**src/rtl/fetch_queue_pkg.sv**
```systemverilog
// Shared constants for the IF->ID fetch queue: word width, the NOP that ID
// substitutes for an empty slot, and the pointer-width helper.
package fetch_queue_pkg;
  localparam int WORD_W = 32;
  localparam logic [WORD_W-1:0] NOP_INSTR = 32'h0000_0013;

  function automatic int ptr_w(input int depth);
    return (depth > 1) ? $clog2(depth) : 1;
  endfunction
endpackage

```
**src/rtl/fetch_queue_mem.sv**
```systemverilog
// Entry storage for fetch_queue: DEPTH x W flops, one write port and one
// combinational read port. Contents are not reset; the owner masks reads.
module fetch_queue_mem #(
  parameter int DEPTH = 4,
  parameter int W     = 64,
  parameter int PW    = 2
) (
  input  logic          clk,
  input  logic          we,
  input  logic [PW-1:0] waddr,
  input  logic [W-1:0]  wdata,
  input  logic [PW-1:0] raddr,
  output logic [W-1:0]  rdata
);
  logic [DEPTH-1:0][W-1:0] mem_q;

  always_ff @(posedge clk) begin
    if (we) mem_q[waddr] <= wdata;
  end

  assign rdata = mem_q[raddr];
endmodule

```
**src/rtl/fetch_queue.sv**
```systemverilog
// In-order {pc, instr} queue between IF and ID. Occupancy is tracked by an
// explicit counter; a redirect (flush) empties the queue in one cycle.
module fetch_queue
  import fetch_queue_pkg::*;
#(
  parameter int DEPTH = 4,
  parameter int AW    = WORD_W,
  localparam int PW   = ptr_w(DEPTH),
  localparam int CW   = PW + 1
) (
  input  logic          clk,
  input  logic          rst,
  input  logic          flush,
  input  logic          in_valid,
  output logic          in_ready,
  input  logic [AW-1:0] in_pc,
  input  logic [AW-1:0] in_instr,
  output logic          out_valid,
  input  logic          out_ready,
  output logic [AW-1:0] out_pc,
  output logic [AW-1:0] out_instr,
  output logic [CW-1:0] count
);
  logic [PW-1:0]   rd_ptr_q, rd_ptr_d;
  logic [PW-1:0]   wr_ptr_q, wr_ptr_d;
  logic [CW-1:0]   count_q, count_d;
  logic            push, pop;
  logic [2*AW-1:0] head;

  // Full/empty come from the counter, so the pointers can wrap freely.
  assign in_ready  = (count_q != CW'(DEPTH));
  assign out_valid = (count_q != '0);
  assign push      = in_valid & in_ready;
  assign pop       = out_valid & out_ready;
  assign count     = count_q;

  always_comb begin
    rd_ptr_d = rd_ptr_q;
    wr_ptr_d = wr_ptr_q;
    count_d  = count_q;
    if (flush) begin
      rd_ptr_d = '0;
      wr_ptr_d = '0;
      count_d  = '0;
    end else begin
      if (push) wr_ptr_d = wr_ptr_q + PW'(1);
      if (pop)  rd_ptr_d = rd_ptr_q + PW'(1);
      count_d = count_q + CW'(push) - CW'(pop);
    end
  end

  always_ff @(posedge clk or negedge rst) begin
    if (!rst) begin
      rd_ptr_q <= '0;
      wr_ptr_q <= '0;
      count_q  <= '0;
    end else begin
      rd_ptr_q <= rd_ptr_d;
      wr_ptr_q <= wr_ptr_d;
      count_q  <= count_d;
    end
  end

  // Wrong-path words arriving with a flush are never written.
  fetch_queue_mem #(.DEPTH(DEPTH), .W(2*AW), .PW(PW)) u_mem (
    .clk   (clk),
    .we    (push & ~flush),
    .waddr (wr_ptr_q),
    .wdata ({in_pc, in_instr}),
    .raddr (rd_ptr_q),
    .rdata (head)
  );

  assign out_pc    = out_valid ? head[2*AW-1:AW] : '0;
  assign out_instr = out_valid ? head[AW-1:0]    : '0;
endmodule

```
**config.mk**
```make
export PLATFORM = sky130hd
export DESIGN_NAME = fetch_queue
export DESIGN_NICKNAME = d
export VERILOG_FILES = /design/src/rtl/fetch_queue_pkg.sv /design/src/rtl/fetch_queue_mem.sv /design/src/rtl/fetch_queue.sv
export SDC_FILE = /design/constraint.sdc
export NUM_CORES = 1
export LEC_CHECK = 0
export ABC_AREA = 1
export BUFFER_PORTS_ARGS = -buffer_cell sky130_fd_sc_hd__buf_2
export CORE_MARGIN = 8
export CORE_UTILIZATION = 60
export DETAILED_ROUTE_END_ITERATION = 8
export PLACE_DENSITY = 0.82
export SLEW_MARGIN = 20
export SYNTH_ARGS = -nofsm -noshare
export SYNTH_HDL_FRONTEND = slang
export SYNTH_SLANG_ARGS = --single-unit
```
**constraint.sdc**
```tcl
create_clock -name clk -period 9 [get_ports clk]
set_input_delay 0.45 -clock clk [delete_from_list [all_inputs] [get_ports clk]]
set_output_delay 0.45 -clock clk [all_outputs]
set_load 0.02 [all_outputs]
```
==> impl_metrics.json <==
{
  "status": "finished, final reports clean",
  "clk_latency_ns": 0.52,
  "grt_pass1_wl_um": 36840,
  "arrival_ns": 3.27,
  "synth-seq-cells": 263,
  "fmax_mhz": 269.0,
  "synth.distinct_cells": 17,
  "hold_viol_final": 0,
  "min_from": "flush",
  "yosysSeqAreaShare_pct": 71.09,
  "power_density_nw_per_um2": 297.8,
  "cp-start-kind": "flop",
  "clkTransAtPathRegs_ns": 0.06,
  "end_kind": "output pin",
  "fp.coreArea_um2": 18020,
  "tightest_slew_ns": 1.097,
  "peakVddDrop_v": 0.0002212,
  "reg2regPathDepth": 5,
  "cts_buffer_depth": 3,
  "grt_pass1_vias": 7367,
  "synth_top_family_by_area": "simple AND/OR/NAND/NOR gates",
  "via_per_inst": 5.329,
  "vias": 7370,
  "critPathKind": "reg -> out",
  "busiest_layer": "met2",
  "muxShareOfSynthArea_pct": 0,
  "post-place-ws_ns": 5.877,
  "grt_util_all_layers_pct": 20.40,
  "use_met1_pct": 24.57,
  "crit_path_top_delay_cell": "dfrtp_4",
  "drive_above_1_share_pct": 16.81,
  "drv_cap": 0,
  "fin_nets": 1211,
  "slew_violations": 0,
  "cts_tree": "built",
  "synthAdderAreaFrac_pct": 0.8598,
  "reg2reg_to": "u_mem.mem_q[190]",
  "die_w_um": 151.8,
  "wl_per_cell_um": 17.03,
  "rrSetupSlack_ns": 6.10,
  "cts.sinks": 263,
  "hpwl_um": 13430,
  "rows": 49,
  "initial_core_util_pct": 61.36,
  "period_share_pct": 41.30,
  "met2_usage_pct": 36.48,
  "tns_ns": 0,
  "synth_compound_area_share_pct": 2.942,
  "cts_resized": 0,
  "path_buf_inv": 3,
  "ys_warn_count": 0,
  "setup_ws_ns": 5.283,
  "hold_depth": 2,
  "synthesis.area_um2": 11060,
  "drt_wl_total_um": 23550,
  "synth_simple_gate_area_share_pct": 17.17,
  "period_minus_slack_ns": 3.717,
  "synthXorXnorAreaFrac_pct": 0,
  "finalSetupViolations": 0,
  "area_delta_synth_final_pct": 14.49,
  "hp-class": "in -> reg",
  "drcViolationCount": 0,
  "hold-path-endpoint": "count[1]",
  "cts_buffers": 26,
  "dpl.cell_count": 1335,
  "instances_no_fill": 1383,
  "io_pins": 138,
  "avgSynthCellArea_um2": 10.96,
  "dr.pass1.iters": 5,
  "maxSlewHeadroom_pct": 26.72,
  "port_buffers": 137,
  "leakage_nw": 5.520,
  "finalCoreUtilization_pct": 70.25,
  "cpLargestDelayFamily": "buffers and inverters",
  "antenna_found_initial": 2,
  "grt_use_met3_pct": 3.861,
  "grt_max_degree": 80,
  "worstPathMaxFanout": 68,
  "overflow": 0,
  "layout_common_cells": "nand2_1, edfxtp_1, inv_1, buf_2, nand3_1",
  "reg2reg_from": "count[1]",
  "path_cells": "inv_4 > buf_4 > nand2_1 > nand2_1 > nand2_1 > a21oi_1 > buf_2",
  "die_y_um": 151.8,
  "rsz0062_at_grt": "false",
  "critPathMostFrequentCell": "nand2_1",
  "mostFrequentLayoutCell": "nand2_1",
  "fin_worst_skew_ns": 0.01262,
  "htreeDepth": 1,
  "synth_nets": 1085,
  "netlist_instances": 1009,
  "ant_nets": 0,
  "max_stage_delay_ns": 0.71,
  "drt_iter0_drc": 493,
  "cp.required_ns": 8.55,
  "dieArea_um2": 23030,
  "gp_congestion": 0.7711,
  "clockRootBuffer": "clkbuf_16",
  "num_antenna_cells": 0
}
[worst reg2reg max path: cells and delay by family (launching register included)]
family / cells / cell delay (ns)
flip-flops: 1 / 0.43
AND/OR/NAND/NOR: 4 / 1.49
buffers and inverters: 1 / 0.61
[metal layers]
metal / vias up / routed length [um]
met5: - / 30
met4: 4 / 463
met3: 45 / 1867
met2: 310 / 12280
met1: 3482 / 8907
li1: 3529 / -
[cell usage after synthesis]
cell type	instances	area share, %
nor2_1	11	0.37
ha_1	6	0.68
inv_2	2	0.068
buf_6	13	1.3
nand2_1	395	13
a21oi_1	65	2.9
fa_1	1	0.18
nand3_1	70	3.2
clkbuf_1	5	0.17
dfrtp_1	7	1.6
inv_4	1	0.057
nand4_1	4	0.23
buf_2	30	1.4
inv_1	141	4.8
buf_8	1	0.14
clkinv_1	1	0.034
edfxtp_1	256	70
[how the worst max path moves through the flow]
stage	cells past startpoint	endpoint	start
2_1_floorplan	4	u_mem.mem_q[0]	count[1]
3_3_place_gp	7	out_instr[10]	rd_ptr_q[0]
3_5_place_dp	7	out_instr[10]	rd_ptr_q[0]
4_1_cts	7	out_pc[1]	rd_ptr_q[0]
5_1_grt	7	out_pc[1]	rd_ptr_q[0]
6_report	7	out_pc[1]	rd_ptr_q[0]
[stage by stage]
stage          total power, mW  instance area, um^2  hold slack [ns]
2_1_floorplan            2.364                11060           0.1544
3_3_place_gp             2.711                11800           0.2939
3_5_place_dp             2.734                11800           0.2943
4_1_cts                  3.795                12660           0.1001
5_1_grt                  3.954                12660           0.1108
6_report                 3.771                12660           0.1126
[power breakdown]
part           total, mW  internal, mW  switching [mW]
clock network       1.06         0.630           0.433
logic               1.23         0.341           0.888
registers           1.48          1.43          0.0497
total               3.77          2.40            1.37
[what timing repair did]
item	CTS	global route
endpoints found under the hold margin	7	0
buffers inserted	0	0
hold buffers	1	0
[kinds of logic after synthesis]
group                      after synthesis
buffers and inverters                  194
adders and majority gates                7
DFF                                    263
and+or+nand+nor                        480
AOI/OAI and AO/OA                       65
[cell type report]
class | count | area (um^2)
multi-input cells | 552 | 2350
well taps | 229 | 286.5
clock inverters | 18 | 165.2
inverters | 145 | 546.8
clock buffers | 29 | 683.2
repair buffers | 147 | 763.2
flip-flops and latches | 263 | 7868
fillers | 1297 | 5363
[sequential cells by signal, indices dropped and copies added (netlist names)]
| name | count |
|---|---|
| u_mem.mem_q | 256 |
| count | 3 |
| wr_ptr_q | 2 |
| rd_ptr_q | 2 |
(Power assumes the default switching activity.)
